**src/rtl/riscv_pkg.sv**
```systemverilog
// Shared RISC-V core constants: register file geometry, ABI register indices
// and the reset values for the stack and global pointers.
package riscv_pkg;

  localparam int DATA_WIDTH = 32;
  localparam int ADDR_WIDTH = 5;

  localparam int ZERO = 0;
  localparam int RA   = 1;
  localparam int SP   = 2;
  localparam int GP   = 3;

  localparam logic [31:0] STACK_POINTER_VALUE  = 32'h7FFF_EFFC;
  localparam logic [31:0] GLOBAL_POINTER_VALUE = 32'h1000_8000;

endpackage

```
**src/rtl/register_en.sv**
```systemverilog
// Single register with load enable and asynchronous active-high reset to RESET_VALUE.
module register_en #(
  parameter int                    DATA_WIDTH  = 32,
  parameter logic [DATA_WIDTH-1:0] RESET_VALUE = '0
) (
  input  logic                  clk,
  input  logic                  rst,
  input  logic                  en,
  input  logic [DATA_WIDTH-1:0] d,
  output logic [DATA_WIDTH-1:0] q
);

  always_ff @(posedge clk or posedge rst) begin
    if (rst) begin
      q <= RESET_VALUE;
    end else if (en) begin
      q <= d;
    end
  end

endmodule

```
**src/rtl/register_file.sv**
```systemverilog
// 32-entry integer register file: two combinational read ports, one clocked write port, x0 hardwired to zero.
// Optional same-cycle write-through to the read ports when REG_FILE_BYPASS_EN is defined.
module register_file #(
  parameter int                    DATA_WIDTH           = riscv_pkg::DATA_WIDTH,
  parameter int                    ADDR_WIDTH           = riscv_pkg::ADDR_WIDTH,
  parameter logic [DATA_WIDTH-1:0] STACK_POINTER_VALUE  = riscv_pkg::STACK_POINTER_VALUE,
  parameter logic [DATA_WIDTH-1:0] GLOBAL_POINTER_VALUE = riscv_pkg::GLOBAL_POINTER_VALUE
) (
  input  logic                  clk,
  input  logic                  reset,
  input  logic                  Reg_Write_i,
  input  logic [ADDR_WIDTH-1:0] Write_Register_i,
  input  logic [DATA_WIDTH-1:0] Write_Data_i,
  input  logic [ADDR_WIDTH-1:0] Read_Register_1_i,
  input  logic [ADDR_WIDTH-1:0] Read_Register_2_i,
  output logic [DATA_WIDTH-1:0] Read_Data_1_o,
  output logic [DATA_WIDTH-1:0] Read_Data_2_o
);

  import riscv_pkg::*;

  localparam int NUM_REGS = 1 << ADDR_WIDTH;

  logic [NUM_REGS-1:0][DATA_WIDTH-1:0] regs;

  // x0 has no storage; the mux input is tied to zero so reads of index 0 are free.
  assign regs[ZERO] = '0;

  for (genvar i = 1; i < NUM_REGS; i++) begin : g_reg
    localparam logic [DATA_WIDTH-1:0] RST_VAL =
      (i == SP) ? STACK_POINTER_VALUE  :
      (i == GP) ? GLOBAL_POINTER_VALUE : {DATA_WIDTH{1'b0}};

    logic en;
    assign en = Reg_Write_i && (Write_Register_i == ADDR_WIDTH'(i));

    register_en #(
      .DATA_WIDTH  (DATA_WIDTH),
      .RESET_VALUE (RST_VAL)
    ) u_reg (
      .clk (clk),
      .rst (reset),
      .en  (en),
      .d   (Write_Data_i),
      .q   (regs[i])
    );
  end

`ifdef REG_FILE_BYPASS_EN
  logic wr_live;
  assign wr_live = Reg_Write_i && (Write_Register_i != ADDR_WIDTH'(ZERO));

  assign Read_Data_1_o = (wr_live && (Read_Register_1_i == Write_Register_i)) ?
                         Write_Data_i : regs[Read_Register_1_i];
  assign Read_Data_2_o = (wr_live && (Read_Register_2_i == Write_Register_i)) ?
                         Write_Data_i : regs[Read_Register_2_i];
`else
  assign Read_Data_1_o = regs[Read_Register_1_i];
  assign Read_Data_2_o = regs[Read_Register_2_i];
`endif

endmodule

```
**config.mk**
```make
export PLATFORM = sky130hd
export DESIGN_NAME = register_file
export DESIGN_NICKNAME = d
export VERILOG_FILES = /design/src/rtl/riscv_pkg.sv /design/src/rtl/register_en.sv /design/src/rtl/register_file.sv
export SDC_FILE = /design/constraint.sdc
export NUM_CORES = 2
export LEC_CHECK = 0
export ABC_AREA = 0
export CAP_MARGIN = 20
export CORE_UTILIZATION = 25
export CTS_CLUSTER_DIAMETER = 120
export DETAILED_ROUTE_END_ITERATION = 8
export SYNTH_ARGS = -nofsm -noshare
export SYNTH_HDL_FRONTEND = slang
export SYNTH_SLANG_ARGS = --single-unit
```
**constraint.sdc**
```tcl
create_clock -name clk -period 112.7 [get_ports clk]
set_clock_uncertainty 0.1 [all_clocks]
set_input_delay 33.81 -clock clk [delete_from_list [all_inputs] [get_ports clk]]
set_output_delay 33.81 -clock clk [all_outputs]
set_load 0.03 [all_outputs]
```
; ---- Word-level counts from Yosys, hierarchy flattened
; Index checks and enable logic that the tools add are counted.
[classes]
addsub = 0
mul = 0
div = 0
order_cmp = 2
eq_ne = 31
shifts = 0
muxes = 4
bitwise = 0
n_reduce_logical = 31
[op_table]
columns = cell, n
row1 = $bmux W32 S5, 2
row2 = $eq A5 B5 Y1 const B, 16
row3 = $mux W32, 2
row4 = $eq A5 B4 Y1 const B, 8
row5 = $logic_and A1 B1 Y1, 31
row6 = $eq A5 B3 Y1 const B, 4
row7 = $lt A5 B6 Y1 const B, 2
row8 = $eq A5 B2 Y1 const B, 2
row9 = $eq A5 B1 Y1 const B, 1
[totals]
ff_bits = 992
latch_bits = 0
mem_bits_rw = 0
rom_bits = 0
inputBits = 50
out_inout_bits = 64
word_cells = 99
mem_count = 0

; ---- Longest topological paths before layout
[depth]
depth_word = 2
ltp_mapped = 8
mapped_depth_nobuf = 4

; ---- By module
; From an unflattened synthesis, not the netlist that was laid out.
[hier_totals]
cells_unflattened = 3599
area_unflattened_um2 = 58173.3
[by_module_without_submodules]
columns = module, n_inst, cells_per_inst, area_each_um2, seq_area_each_um2
row1 = register_en at g_reg[10].u_reg ..., 29, 69, 1348.8, 800.8
row2 = register_file, 1, 1460, 16323.2, 0.0
row3 = register_en at g_reg[2].u_reg, 1, 69, 1383.8, 835.8
row4 = register_en at g_reg[3].u_reg, 1, 69, 1351.3, 803.3

; ---- Worst setup path after synthesis
; No wires, ideal clock.
[synth_path]
path_kind = input to output
from = in Read_Register_1_i[0]
to = out Read_Data_1_o[10]
arrival_time_ps = 35586
required_time_ps = 78790
path_slack_ps = 43204
stages = 8
n_path_buf = 4
path_cell_list = buf_4 > buf_4 > buf_4 > buf_4 > mux2i_1 > o22ai_1 > a211oi_1 > o31ai_1
[synth_between]
elab_chain_cells = 2
[synth_rtl]
columns = element, line
row1 = "start, declared", register_file.sv:14  ; input logic [ADDR_WIDTH-1:0] Read_Register_1_i,
row2 = $bmux W32 S5, register_file.sv:58  ; assign Read_Data_1_o = regs[Read_Register_1_i];
row3 = $mux W32 (not written as such), register_file.sv:58
row4 = "end, declared", register_file.sv:16  ; output logic [DATA_WIDTH-1:0] Read_Data_1_o,
; No other way between the ends. The select of a mux whose other input is x is not followed.

; ---- Final worst setup path
[layout_path]
from = in Read_Register_1_i[0]
to = out Read_Data_1_o[4]
; Same word-level chain as after synthesis.

==> flow_metrics.py <==
metrics = {
    "run_status": {
        "status": "finished with violations",
        "violations": "DRC",
    },
    "clock_tree": {
        "clk_latency_ns": 0.73,
        "cts_buffer_depth": 3,
        "cts_made_buffers": 109,
        "cts_root_buf": "clkbuf_16",
        "cts_max_level": 3,
        "cts_sinks": 992,
        "cts_resized": 0,
        "cts_tree": "done",
        "post_cts_buffers": 0,
        "clk_transition_reported_paths_ns": 0.06,
        "hold_buffers": 0,
    },
    "finish": {
        "largest_reg_flops": 992,
        "fin_nets": 3591,
        "syn_to_final_growth_pct": 15.2,
        "drive_above_1_share_pct": 49.4,
        "largestRegisters": "g.u_reg.q (992)",
        "largest_register": "g.u_reg.q",
        "final_cell_area_mm2": 0.0614,
        "final_util_pct": 29.0,
    },
    "hold_path": {
        "hold_start": "g_reg[28].u_reg.q[3]$_DFFE_PP0P_",
        "hold_class": "flip-flop to flip-flop",
        "hold_path_end": "g_reg[28].u_reg.q[3]$_DFFE_PP0P_",
        "holdPathStages": 1,
    },
    "yosys": {
        "syn-num-nets": 3652,
        "syn_area_mm2": 0.0533,
        "async_flop_share_pct": 100,
        "yosysSeqAreaShare_pct": 46.6,
        "synth_edf_count": 0,
        "ys_ff_latch": 992,
        "synthFlopType": "dfrtp_1",
        "yosys_warnings": 0,
        "synth_area_per_cell_um2": 14.8,
        "ys_types": 31,
        "netlist_instances": 3602,
    },
    "timing": {
        "hold_viol_final": 0,
        "min_period_over_period_pct": 63.7,
        "report.final.slew_viol_count": 0,
        "whs_ns": 0.406,
        "tightest_slew_ns": 1.11,
        "timing.final.crit_period_ns": 71.83,
        "finalSetupTns_ns": 0,
        "maxSlewHeadroom_pct": 25.4,
        "rsz0062_at_grt": "false",
        "setup_viol": 0,
        "max_freq_mhz": 13.9,
    },
    "critical_path": {
        "worstReg2RegStart": "g_reg[12].u_reg.q[4]$_DFFE_PP0P_",
        "critical_path_class": "input pin to output pin",
        "rrSetupSlack_ns": 111.79,
        "startpoint_type": "input pin",
        "reg2regPathDepth": 1,
        "rr_endpoint": "g_reg[12].u_reg.q[4]$_DFFE_PP0P_",
        "cp.arrival_ns": 37.92,
        "cp.required_ns": 78.79,
        "end_kind": "output pin",
        "critPathMaxFanout": 50,
    },
    "placement": {
        "placed_cell_area_mm2": 0.0571,
        "place_congestion": 0.775,
        "io_buffers": 113,
        "dp_hpwl_um": 106000,
    },
    "flow_run": {
        "maxCapViolations": 0,
    },
    "power_and_ir_drop": {
        "combPwrFrac_pct": 21.5,
        "power_frac_seq_pct": 43.9,
        "sw_frac_of_total_pct": 27.7,
        "pwr-share-clk_pct": 34.6,
        "power.switching_mw": 0.301,
        "power_density_mw_per_mm2": 17.7,
        "peakVddDrop_v": 0.0000123,
        "p_int_mw": 0.784,
        "leakage_nw": 25.7,
    },
    "detailed_routing": {
        "wl_per_cell_um": 26.9,
        "first_iter_violations": 2475,
        "routed_wl_um": 174000,
        "drc": 20,
        "drt.antenna.violating_nets": 0,
        "vias": 33669,
        "vias_per_cell": 5.21,
        "dr.pass1.iters": 7,
    },
    "floorplan": {
        "core_mm2": 0.212,
        "fp.dieH_um": 464,
        "die_w_um": 464,
        "start_util_pct": 25.1,
        "dieArea_mm2": 0.215,
        "pin_count": 114,
        "placementRows": 169,
    },
    "global_routing": {
        "antenna_found_initial": 15,
        "grt_max_degree": 99,
        "grt_pass1_vias": 34894,
        "grt_pass1_wl_um": 255000,
        "track_usage_pct": 16.0,
        "grt.overflow.total": 0,
    },
}
## cell families after synthesis
logic type             share of synthesized area (%)
AO/OA/AOI/OAI                                   6.31
buffers and inverters                           3.56
flip-flops                                      46.6
multiplexers                                    42.1
AND/OR/NAND/NOR                                 1.36
## Yosys cell counts (all sizes together) (4+ instances only)
cell	n	share of area [%]
mux2	1056	22
dfrtp	962	45
mux4	384	16
buf	201	2.1
clkbuf	201	1.4
a22o	192	3.2
mux2i	192	3.6
and2	66	0.77
a211oi	64	0.90
o21ai	64	0.60
o22ai	64	0.75
o31ai	64	0.90
dfstp	30	1.5
nand2	15	0.11
nor2	15	0.11
nor2b	8	0.094
nand2b	5	0.059
nand3	4	0.038
## per-layer routing
layer  global-route usage, %  up-vias  part of all wire, %
met5                       0        -                0.027
met4                    6.31        8                  3.5
met3                    2.64      308                  5.8
met2                    25.9     1112                   48
met1                    21.4    18361                   43
li1                        -    13880                    -
## worst max-delay path: stages
cell,delay [ns]
buf_8,0.39
buf_4,0.66
buf_4,0.83
mux4_2,0.38
mux2i_1,0.07
and2_1,0.18
o31ai_1,0.63
clkdlybuf4s50_1,0.83
## power by group through the flow
stage	Combinational [mW]	Clock, mW	Sequential (mW)
after floorplan	0.181	0	0.467
after CTS	0.233	0.382	0.475
after global placement	0.228	0	0.477
after detailed placement	0.233	0	0.481
final	0.233	0.375	0.476
after global routing	0.250	0.397	0.487
## layout make-up
class	count	area, µm²
well taps	2821	3530
clock buffers	174	3280
repair buffers	230	2460
fillers	21175	151000
inverters	3	18.8
flip-flops and latches	992	24900
clock inverters	33	467
multi-input cells	2205	26800
diodes	8	20.0
## per-stage QoR
stage	worst slack, ns	instances	power [mW]
finish	40.87	6466	1.08
global route	40.60	6463	1.13
CTS	40.77	6437	1.09
detailed placement	40.79	6230	0.714
global placement	40.78	6224	0.705
floorplan	43.20	3602	0.648
## how the worst max path moves through the flow
stage                                    start           endpoint
after floorplan           Read_Register_1_i[0]  Read_Data_1_o[10]
after global placement    Read_Register_1_i[0]   Read_Data_1_o[6]
after detailed placement  Read_Register_1_i[0]   Read_Data_1_o[3]
after CTS                 Read_Register_1_i[0]   Read_Data_1_o[3]
after global routing      Read_Register_2_i[0]  Read_Data_2_o[29]
final                     Read_Register_1_i[0]   Read_Data_1_o[4]
## placed cells by master (no fill, tap or decap), drive strengths merged, types with 4 or more instances in the layout
cell type      netlist  routed
o31ai               64      64
clkdlybuf4s50        0     103
dfstp               30      30
a211oi              64      64
nand2               15      15
nor2b                8       8
mux2              1056    1056
o21ai               64      64
diode                0       8
mux2i              192     192
nand2b               5       5
clkbuf             201     180
bufinv               0       9
nand3                4       4
mux4               384     384
and2                66      66
clkinv               0      19
nor2                15      15
inv                  3       6
a22o               192     192
buf                201     121
dfrtp              962     962
o22ai               64      64
Note: power is estimated with default switching activity, not from simulation.
